$ cat config.mk
export PLATFORM = sky130hd
export DESIGN_NAME = instruction_fetch_unit_flat
export DESIGN_NICKNAME = d
export VERILOG_FILES = /design/src/rtl/instruction_fetch_unit_pkg.sv /design/src/rtl/instruction_fetch_unit_if.sv /design/src/rtl/instruction_fetch_unit_fetch_buffer.sv /design/src/rtl/instruction_fetch_unit.sv /design/src/flat_wrapper.sv
export SDC_FILE = /design/constraint.sdc
export NUM_CORES = 1
export LEC_CHECK = 0
export CORE_ASPECT_RATIO = 1.5
export CORE_MARGIN = 2
export CORE_UTILIZATION = 46
export DETAILED_ROUTE_END_ITERATION = 8
export GPL_TIMING_DRIVEN = 0
export HOLD_SLACK_MARGIN = 0.05
export PLACE_DENSITY_LB_ADDON = 0.05
export SYNTH_ARGS = -nofsm -noshare
export SYNTH_HDL_FRONTEND = slang
export SYNTH_SLANG_ARGS = --single-unit
export TNS_END_PERCENT = 50
$ cat constraint.sdc
create_clock -name clk -period 3.24 [get_ports clk]
set_clock_uncertainty 0.2 [all_clocks]
set_input_delay 0.648 -clock clk [delete_from_list [all_inputs] [get_ports clk]]
set_output_delay 0.648 -clock clk [all_outputs]
set_load 0.01 [all_outputs]
$ cat src/rtl/instruction_fetch_unit_pkg.sv
// CPU_package: shared widths, the HALT opcode and the fetch buffer entry type
// used by the instruction fetch unit, its bus interface and its buffer.
//   DATA_WIDTH     instruction word width (16)
//   ALU_OPCODE     opcode field width, top bits of the instruction (4)
//   IM_ADDR_WIDTH  instruction memory address width (11)
//   OP_HALT        opcode that stops fetching when HALT_DETECT_EN is defined
//   fetch_entry_t  {instr, pc} pair carried from IM capture to decode
package CPU_package;

  localparam int DATA_WIDTH    = 16;
  localparam int ALU_OPCODE    = 4;
  localparam int IM_ADDR_WIDTH = DATA_WIDTH - ALU_OPCODE - 1;

  localparam logic [ALU_OPCODE-1:0] OP_HALT = 4'hF;

  typedef struct packed {
    logic [DATA_WIDTH-1:0]    instr;
    logic [IM_ADDR_WIDTH-1:0] pc;
  } fetch_entry_t;

  // Opcode lives in the top ALU_OPCODE bits of the instruction word.
  function automatic logic isHalt(input logic [DATA_WIDTH-1:0] word);
    return word[DATA_WIDTH-1 -: ALU_OPCODE] == OP_HALT;
  endfunction

endpackage

$ cat src/rtl/instruction_fetch_unit_if.sv
// instruction_fetch_unit_if: groups the instruction memory read port and the
// decode valid/ready handshake of the fetch stage.
//   address_IM   IM read address (fetch -> IM)
//   out_IM       IM read data, one cycle after address_IM (IM -> fetch)
//   instr        instruction at buffer head (fetch -> decode)
//   instr_pc     address instr was fetched from (fetch -> decode)
//   instr_valid  instr/instr_pc valid (fetch -> decode)
//   instr_ready  decode accepts (decode -> fetch)
// Modports: master = fetch unit side, slave = memory/decode side.
interface instruction_fetch_unit_if;
  import CPU_package::*;

  logic [IM_ADDR_WIDTH-1:0] address_IM;
  logic [DATA_WIDTH-1:0]    out_IM;
  logic [DATA_WIDTH-1:0]    instr;
  logic [IM_ADDR_WIDTH-1:0] instr_pc;
  logic                     instr_valid;
  logic                     instr_ready;

  modport master (
    output address_IM, instr, instr_pc, instr_valid,
    input  out_IM, instr_ready
  );

  modport slave (
    input  address_IM, instr, instr_pc, instr_valid,
    output out_IM, instr_ready
  );

endinterface

$ cat src/rtl/instruction_fetch_unit_fetch_buffer.sv
// fetch_buffer: 2-entry in-order FIFO of fetch_entry_t between IM capture and
// decode. Head is always entry0, so the head outputs come straight from flops.
//   clk, rst_n   clock, asynchronous active-low reset
//   push_i       write entry_i at the tail
//   entry_i      {instr, pc} to store
//   pop_i        remove head (ignored when empty)
//   flush_i      discard everything; wins over push and pop
//   head_o       head entry
//   count_o      number of valid entries (0..2)
module fetch_buffer
  import CPU_package::*;
(
  input  logic         clk,
  input  logic         rst_n,
  input  logic         push_i,
  input  fetch_entry_t entry_i,
  input  logic         pop_i,
  input  logic         flush_i,
  output fetch_entry_t head_o,
  output logic [1:0]   count_o
);

  fetch_entry_t entry0_q, entry0_d;
  fetch_entry_t entry1_q, entry1_d;
  logic [1:0]   count_q, count_d;
  logic         doPop, doPush;

  always_comb begin
    entry0_d = entry0_q;
    entry1_d = entry1_q;
    count_d  = count_q;
    doPop    = pop_i && (count_q != 2'd0);
    // A push into a full buffer is only legal when the head leaves the same cycle.
    doPush   = push_i && ((count_q != 2'd2) || doPop);
    if (flush_i) begin
      count_d = 2'd0;
    end else begin
      case ({doPush, doPop})
        2'b10: begin
          if (count_q == 2'd0) entry0_d = entry_i;
          else                 entry1_d = entry_i;
          count_d = count_q + 2'd1;
        end
        2'b01: begin
          entry0_d = entry1_q;
          count_d  = count_q - 2'd1;
        end
        2'b11: begin
          if (count_q == 2'd1) begin
            entry0_d = entry_i;
          end else begin
            entry0_d = entry1_q;
            entry1_d = entry_i;
          end
        end
        default: ;
      endcase
    end
  end

  always_ff @(posedge clk or negedge rst_n) begin
    if (!rst_n) begin
      entry0_q <= '0;
      entry1_q <= '0;
      count_q  <= 2'd0;
    end else begin
      entry0_q <= entry0_d;
      entry1_q <= entry1_d;
      count_q  <= count_d;
    end
  end

  assign head_o  = entry0_q;
  assign count_o = count_q;

endmodule

$ cat src/rtl/instruction_fetch_unit.sv
// instruction_fetch_unit: fetch stage in front of a synchronous instruction
// memory. Owns the PC, issues one IM read per cycle while buffer credit allows,
// captures out_IM a cycle later and hands {instr, pc} to decode.
//   clk, rst_n      clock, asynchronous active-low reset
//   en              fetch enable; 0 stops new reads (in-flight read still lands)
//   branch_taken    redirect pulse; flushes buffer and squashes in-flight read
//   branch_target   new PC, sampled with branch_taken
//   halted          HALT opcode seen (only with HALT_DETECT_EN, else 0)
//   fetch_bus       instruction_fetch_unit_if.master: IM port + decode handshake
// Optional feature macro: HALT_DETECT_EN enables HALT opcode detection.
module instruction_fetch_unit
  import CPU_package::*;
#(
  parameter logic [IM_ADDR_WIDTH-1:0] RESET_PC  = 11'h000,
  parameter int                       BUF_DEPTH = 2  // only 2 is supported
) (
  input  logic                     clk,
  input  logic                     rst_n,
  input  logic                     en,
  input  logic                     branch_taken,
  input  logic [IM_ADDR_WIDTH-1:0] branch_target,
  output logic                     halted,
  instruction_fetch_unit_if.master fetch_bus
);

  localparam logic [2:0] DepthLimit = 3'(BUF_DEPTH);

  logic [IM_ADDR_WIDTH-1:0] pc_q, pc_d;
  logic [IM_ADDR_WIDTH-1:0] inflightPc_q, inflightPc_d;
  logic                     inflight_q, inflight_d;

  fetch_entry_t headEntry;
  fetch_entry_t captureEntry;
  logic [1:0]   bufCount;
  logic         instrValid;
  logic         pop, push, issue;
  logic [2:0]   occupancy;
  logic         haltedNow;

  assign instrValid = (bufCount != 2'd0);
  assign pop        = instrValid & fetch_bus.instr_ready;

  // Slots committed after this edge: buffered + in flight - leaving. Issuing
  // only below the buffer depth guarantees every in-flight read has a home.
  assign occupancy = {1'b0, bufCount} + {2'b00, inflight_q} - {2'b00, pop};
  assign issue     = en & ~haltedNow & ~branch_taken & (occupancy < DepthLimit);

  // Once halted, a read issued alongside the HALT push is dropped on arrival.
  assign push = inflight_q & ~branch_taken & ~haltedNow;

  assign captureEntry.instr = fetch_bus.out_IM;
  assign captureEntry.pc    = inflightPc_q;

  always_comb begin
    pc_d         = pc_q;
    inflightPc_d = inflightPc_q;
    inflight_d   = issue;
    if (branch_taken) begin
      pc_d = branch_target;
    end else if (issue) begin
      pc_d         = pc_q + 1'b1;
      inflightPc_d = pc_q;
    end
  end

  always_ff @(posedge clk or negedge rst_n) begin
    if (!rst_n) begin
      pc_q         <= RESET_PC;
      inflightPc_q <= '0;
      inflight_q   <= 1'b0;
    end else begin
      pc_q         <= pc_d;
      inflightPc_q <= inflightPc_d;
      inflight_q   <= inflight_d;
    end
  end

`ifdef HALT_DETECT_EN
  logic halted_q, halted_d;

  always_comb begin
    halted_d = halted_q;
    if (branch_taken) begin
      halted_d = 1'b0;
    end else if (push && isHalt(fetch_bus.out_IM)) begin
      halted_d = 1'b1;
    end
  end

  always_ff @(posedge clk or negedge rst_n) begin
    if (!rst_n) begin
      halted_q <= 1'b0;
    end else begin
      halted_q <= halted_d;
    end
  end

  assign haltedNow = halted_q;
`else
  assign haltedNow = 1'b0;
`endif

  fetch_buffer u_fetch_buffer (
    .clk     (clk),
    .rst_n   (rst_n),
    .push_i  (push),
    .entry_i (captureEntry),
    .pop_i   (pop),
    .flush_i (branch_taken),
    .head_o  (headEntry),
    .count_o (bufCount)
  );

  assign fetch_bus.address_IM  = pc_q;
  assign fetch_bus.instr       = headEntry.instr;
  assign fetch_bus.instr_pc    = headEntry.pc;
  assign fetch_bus.instr_valid = instrValid;
  assign halted                = haltedNow;

endmodule
$ cat src/flat_wrapper.sv
// flat-port wrapper written by rule: the top's interface ports become plain ports
module instruction_fetch_unit_flat import CPU_package::*;
#(
  parameter logic [IM_ADDR_WIDTH-1:0] RESET_PC  = 11'h000,
  parameter int                       BUF_DEPTH = 2                        
)
  (clk, rst_n, en, branch_taken, branch_target, halted, fetch_bus_address_IM, fetch_bus_instr, fetch_bus_instr_pc, fetch_bus_instr_valid, fetch_bus_out_IM, fetch_bus_instr_ready);
  instruction_fetch_unit_if fetch_bus_i ();
  input  logic clk;
  input  logic rst_n;
  input  logic en;
  input  logic branch_taken;
  input  logic [IM_ADDR_WIDTH-1:0] branch_target;
  output logic halted;
  output wire logic [$bits(fetch_bus_i.address_IM)-1:0] fetch_bus_address_IM;
  output wire logic [$bits(fetch_bus_i.instr)-1:0] fetch_bus_instr;
  output wire logic [$bits(fetch_bus_i.instr_pc)-1:0] fetch_bus_instr_pc;
  output wire logic [$bits(fetch_bus_i.instr_valid)-1:0] fetch_bus_instr_valid;
  input wire logic [$bits(fetch_bus_i.out_IM)-1:0] fetch_bus_out_IM;
  input wire logic [$bits(fetch_bus_i.instr_ready)-1:0] fetch_bus_instr_ready;
  assign fetch_bus_address_IM = fetch_bus_i.address_IM;
  assign fetch_bus_instr = fetch_bus_i.instr;
  assign fetch_bus_instr_pc = fetch_bus_i.instr_pc;
  assign fetch_bus_instr_valid = fetch_bus_i.instr_valid;
  assign fetch_bus_i.out_IM = fetch_bus_out_IM;
  assign fetch_bus_i.instr_ready = fetch_bus_instr_ready;
  instruction_fetch_unit #(.RESET_PC(RESET_PC), .BUF_DEPTH(BUF_DEPTH)) u_core (.clk(clk), .rst_n(rst_n), .en(en), .branch_taken(branch_taken), .branch_target(branch_target), .halted(halted), .fetch_bus(fetch_bus_i));
endmodule
# Word-level counts from Yosys, hierarchy flattened
# Index checks and enable logic that the tools add are counted.
[totals] out_inout_bits=40 word_cells=49 reg_bits=79
[op_classes] n_eq_ne=8 reduce_logical=12 muxes=10 order_cmp=1 bitwise=5 n_addsub=5
[ops] operator="27-bit two-way mux" n=4
[ops] operator="27-bit case mux with 3 select lines" n=1
[ops] operator="27-bit case mux with 2 select lines" n=1
[ops] operator="11-bit two-way mux" n=2
[ops] operator="11-bit by 1-bit adder with 11-bit output (second input constant)" n=1
[ops] operator="2-bit inequality test (second input constant)" n=4
[ops] operator="2-bit nonzero test" n=3
[ops] operator="3-bit nonzero test" n=2
[ops] operator="1-bit AND" n=4
[ops] operator="2-bit by 1-bit == test with 1-bit output (second input constant)" n=2
[ops] operator="2-bit == test (second input constant)" n=2
[ops] operator="2-bit case mux with 2 select lines" n=1
[ops] operator="4-bit AND reduction" n=1
[ops] operator="2-bit by 1-bit adder with 3-bit output" n=1
[ops] operator="3-bit by 2-bit less-than comparator with 1-bit output (second input constant)" n=1
[ops] operator="3-bit AND reduction" n=1
[ops] operator="3-bit by 1-bit subtractor with 3-bit output" n=1
[ops] operator="2-bit by 1-bit adder with 2-bit output (second input constant)" n=1
[ops] operator="1-bit logical AND" n=2
[ops] operator="2-bit zero test" n=1
[ops] operator="2-bit two-way mux" n=1
[ops] operator="2-bit AND reduction" n=1
[ops] operator="2-bit by 1-bit subtractor with 2-bit output (second input constant)" n=1
[ops] operator="1-bit logical OR" n=1
[ops] operator="1-bit NOT" n=1

# Logic depth before layout (Yosys ltp)
[depth] word_depth=8 depth_mapped=14

# Cells and area by module
# A second synthesis with hierarchy kept.
[unflattened] hier_cells=320 area_unflattened_um2=3734.8
[by_module_without_submodules] module="fetch_buffer" seq_area_each_um2=1401.3 n_inst=1 area_each_um2=2565.0 cells_per_inst=197
[by_module_without_submodules] module="instruction_fetch_unit" seq_area_each_um2=575.6 n_inst=1 area_each_um2=1169.9 cells_per_inst=123

# Worst setup path before layout
# Ideal clock, no wire load.
[synth_timing] path_type="register to register" from="register u_core.u_fetch_buffer.count_q[1] (netlist: u_core.u_fetch_buffer.count_o[1])" to="register u_core.pc_q[5] (netlist: u_core.fetch_bus.address_IM[5])" t_arrival_ns=2.952 path_stages_with_launch=13 path_slack_ns=-0.032 setup_ns=0.120 synth_period_minus_slack_ns=3.272 path_cell_list="dfrtp_1 inv_1 ha_1 nand2b_1 inv_1 ha_1 nand2b_1 fa_1 xor2_1 or3_1 buf_2 or3_1 a31o_1"
[synth_via] elab_chain_len=6
[synth_lines] element="start: declaration" line="instruction_fetch_unit_fetch_buffer.sv:25" source="logic [1:0] count_q, count_d;"
[synth_lines] element="start signal: assignment" line="instruction_fetch_unit_fetch_buffer.sv:69" source="count_q <= count_d;"
[synth_lines] element="parallel branches: the longest is 2 deep, another holds 2-bit by 1-bit adder with 3-bit output"
[synth_lines] element="3-bit by 1-bit subtractor with 3-bit output (*)" line="instruction_fetch_unit.sv:45" source="assign occupancy = {1'b0, bufCount} + {2'b00, inflight_q} - {2'b00, pop};"
[synth_lines] element="3-bit by 2-bit less-than comparator with 1-bit output (*)" line="instruction_fetch_unit.sv:46" source="assign issue = en & ~haltedNow & ~branch_taken & (occupancy < DepthLimit);"
[synth_lines] element="1-bit AND (*)" line="instruction_fetch_unit.sv:46"
[synth_lines] element="2-bit nonzero test (no source line) (*)"
[synth_lines] element="end signal: assignment" line="instruction_fetch_unit.sv:72" source="pc_q <= pc_d;"
[synth_lines] element="end: declaration" line="instruction_fetch_unit.sv:28" source="logic [IM_ADDR_WIDTH-1:0] pc_q, pc_d;"
# Mark *: on every way between the ends.
# A chain may end at the register's enable or synchronous reset.

# Worst setup path in the final report
# Same ends and word-level chain as after synthesis.

==> out/summary.log <==
[outcome] run status finished clean
[floorplanning] height of the die 111.5 microns
[routing] router iterations before antenna repair 4
[floorplanning] number of placement rows 39
[hold_path] hold path depth 2
[critical_path] CP max stage delay 0.59 ns
[final_layout] highest-count cells in the layout ignoring fill and taps sky130_fd_sc_hd__dfrtp_1 (78), sky130_fd_sc_hd__clkdlybuf4s50_1 (67), sky130_fd_sc_hd__nand2_1 (42), sky130_fd_sc_hd__nor2_1 (33)
[placed_design] Placed Instance Area 4393 sq um
[sta] final clock period utilization by the worst path 0.9690
[routing] routed length per placed instance 15.12 microns
[routing] DRT antenna net count 0
[routing] via-per-instance ratio 5.225
[final_layout] cell area after layout 4808 sq um
[final_layout] fraction of layout cells with a size suffix above 1 0.1760
[global_routing] global routing usage on met1 0.2385
[routing] violation count after the first detailed-routing iteration 160
[global_routing] met3 Usage GRT 0.02443
[sta] number of slew-limit violations in the final report 0
[hold_path] sink of the worst hold path u_core.inflightPc_q[4]
[final_layout] Inserted Diodes 0
[sta] RSZ-0062 raised after global routing no
[routing] remaining design rule violation count 0
[power_and_ir_drop] maximum resistive drop on vdd 0.4477 mV
[critical_path] critical path buffer and inverter count 2
[critical_path] kind of end point of the critical path register
[synth] share of synthesized flip-flops with an asynchronous set or reset 1.000
[synth] synthesized area per cell 11.10 sq um
[final_layout] area added between synthesis and finish 35.75%
[hold_path] path type of the worst min-delay path register to register
[sta] Final Hold Vio Count 0
[global_routing] global-route met2 utilization 0.3241
[placed_design] worst setup slack after placement -0.5553 ns
[sta] worst-case headroom to the max-slew limit 0.4670
[floorplanning] full die area 8433 sq um
[critical_path] R2R setup slack 0.10 ns
[synth] dominant register cell in the synthesized netlist sky130_fd_sc_hd__dfrtp_1
[global_routing] via count of the first global-routing pass 2642
[floorplanning] width of the die 75.65 microns
[sta] Tightest Pin Transition 0.7994 ns
[placed_design] weighted congestion at the end of routability-driven global placement 0.8083
[final_layout] combined flip-flop and latch cell area 1978 sq um
[synth] combined area of all synthesized cells 3542 sq um
[clocking] worst skew pair latency 0.33 ns
[clocking] clock sinks 79
[placed_design] HPWL after detailed placement 5.422 mm
[routing] Final Routed Wirelength 7.728 mm
[clocking] clock-pin slew on the worst setup and hold paths 0.06 ns
[floorplanning] Starting Density 0.4683
[critical_path] number of cells on the worst reg-to-reg path 11
[critical_path] largest driver fanout on the critical path 8
[clocking] Num CTS Buffers 9
[synth] Synth cell types 36
[critical_path] reg-to-reg startpoint u_core.u_fetch_buffer.count_o[1]
[power_and_ir_drop] power density cells 969.9 nW/um^2
[final_layout] number of nets in the final layout 442
[placed_design] buffers added on ports 69
[clocking] TritonCTS clock tree yes
[critical_path] critical path arrival 3.16 ns
[power_and_ir_drop] leakage power 0.002274 uW
[sta] final period demand of the worst path 3.140 ns
[synth] sequential share of the synthesized area 0.5581
[clocking] clock root buffer sky130_fd_sc_hd__clkbuf_16
[critical_path] Worst setup SP type register
[floorplanning] Core Area 7564 sq um
[final_layout] utilization after layout 0.6357
[global_routing] initial antenna violation count 0
[critical_path] worst setup path startpoint u_core.u_fetch_buffer.count_o[1]
[clocking] deepest level of the CTS H-tree 3
[sta] number of setup violations in the final report 0
[final_layout] filler cell count in the final layout 622
[synth] post-synthesis register bit count 79
[final_layout] area of the multi-input gates 1498 sq um
[critical_path] Worst Setup Path Type register to register
[critical_path] worst-path cell chain inv_2, ha_4, nand2b_4, inv_2, ha_1, nand2b_4, fa_2, nand2_4, or3_4, or3_1, a31o_1
[synth] number of instances in the synthesized netlist 319
[global_routing] total gr overflow 0
[global_routing] most used routing layer met2
[clocking] Max Buffers Root-to-Sink 2
[sta] Highest Clock Rate 318.5 MHz
[routing] vias after detailed routing 2670
[final_layout] most common cell after layout, fill and taps aside sky130_fd_sc_hd__dfrtp_1
[critical_path] data required time of the worst path 3.26 ns
[job] number of max-cap violations 0
[global_routing] global routing usage summed across all routing layers 0.1945
[global_routing] maximum number of pins on one net before global-route repair 60
[critical_path] master of the slowest instance on the critical path sky130_fd_sc_hd__fa_2
[global_routing] first-pass GRT wire length 12.54 mm
[synth] number of nets in the synthesized netlist 357
[sta] worst path setup slack after routing 0.1003 ns
[floorplanning] I/O pins 72
[synth] number of warning messages in the yosys log 0
[synth] number of synthesized flops with an enable pin 0
[critical_path] Worst R2R End u_core.fetch_bus.address_IM[5]
[critical_path] kind of cell adding the most delay to the critical path simple AND/OR/NAND/NOR gates
[hold_path] min-delay src u_core.inflightPc_q[4]
[registers in the layout (all words and copies together) (netlist names)]
register	count
u_core.fetch_bus.address_IM	11
u_core.inflightPc_q	11
u_core.inflight_q	1
u_core.u_fetch_buffer.count_o	2
u_core.u_fetch_buffer.entry1_q	27
u_core.u_fetch_buffer.head_o	27
[where the power goes]
part           leakage (uW)  total, uW  internal, uW  switching [uW]
Combinational       0.00115       1860           983             875
Sequential         0.000968       1710          1430             273
Clock              0.000158       1100           715             386
[cell type report]
| class | count | area share |
|---|---|---|
| Timing Repair Buffer | 75 | 0.1569 |
| Tap cell | 102 | 0.02654 |
| Sequential cell | 79 | 0.4114 |
| Clock buffer | 11 | 0.05256 |
| Clock inverter | 5 | 0.01665 |
| Multi-Input combinational cell | 214 | 0.3115 |
| Buffer | 17 | 0.01821 |
| Inverter | 8 | 0.006245 |
[what timing repair did]
action                     CTS  global route
buffers inserted             3             1
setup endpoints to repair   19            19
resized for setup           11            10
hold buffers                 1             0
hold endpoints to repair    20             0
pin swaps                    0             1
[how the worst max path moves through the flow]
stage / cells past startpoint / slack (ns) / to
floorplan: 12 / 0.02 / u_core.fetch_bus.address_IM[5]
global placement: 1 / -1.47 / u_core.fetch_bus.address_IM[0]
detailed placement: 11 / -0.56 / u_core.fetch_bus.address_IM[8]
CTS: 12 / 0.002 / u_core.fetch_bus.address_IM[5]
global route: 13 / 0.01 / u_core.inflightPc_q[9]
finish: 11 / 0.10 / u_core.fetch_bus.address_IM[5]
[cell usage after synthesis (all sizes together), types with 5 or more instances]
master	n	area, sq um
a21oi	29	145.1
buf	12	65.06
clkbuf	6	22.52
dfrtp	79	1977
ha	5	62.56
inv	7	26.28
mux2	27	304.0
mux2i	29	290.3
nand2	43	161.4
nor2	33	123.9
o21ai	5	25.02
o311ai	8	70.07
[worst min-delay path, stage by stage (launching register included)]
cell and delay (ns):
sky130_fd_sc_hd__dfrtp_1 0.36, sky130_fd_sc_hd__nand2_1 0.06, sky130_fd_sc_hd__nand2_1 0.05
[cell families (layout without fill, tap and decap cells)]
logic type | after synthesis | after routing | share of synthesized area
AND/OR/NAND/NOR | 95 | 95 | 0.1144
XOR/XNOR | 2 | 2 | 0.004946
adder cells (fa/ha/maj) | 6 | 6 | 0.02331
multiplexers | 56 | 56 | 0.1678
other | 1 | 1 | 0.001059
flip-flops | 79 | 79 | 0.5581
buffers and inverters | 26 | 116 | 0.03320
AO/OA/AOI/OAI | 54 | 54 | 0.09714
[metal layers]
layer  wire (microns)  vias to the layer above  share of wire
met5                0                        -              0
met4              148                        0          0.019
met3              335                       10          0.043
met2             4043                       68           0.52
met1             3200                     1300           0.41
li1                 -                     1292              -
[stage by stage]
| stage | TNS, ns | instances | hold WS (ns) | total power (uW) |
|---|---|---|---|---|
| floorplan | 0 | 319 | 0.1524 | 2733 |
| global placement | -125.51 | 490 | 0.2844 | 3445 |
| detailed placement | -10.11 | 491 | 0.2918 | 3504 |
| CTS | 0 | 511 | 0.3049 | 4675 |
| global route | 0 | 511 | 0.3110 | 4981 |
| finish | 0 | 511 | 0.3009 | 4664 |
Note: power is estimated with default switching activity, not from simulation.
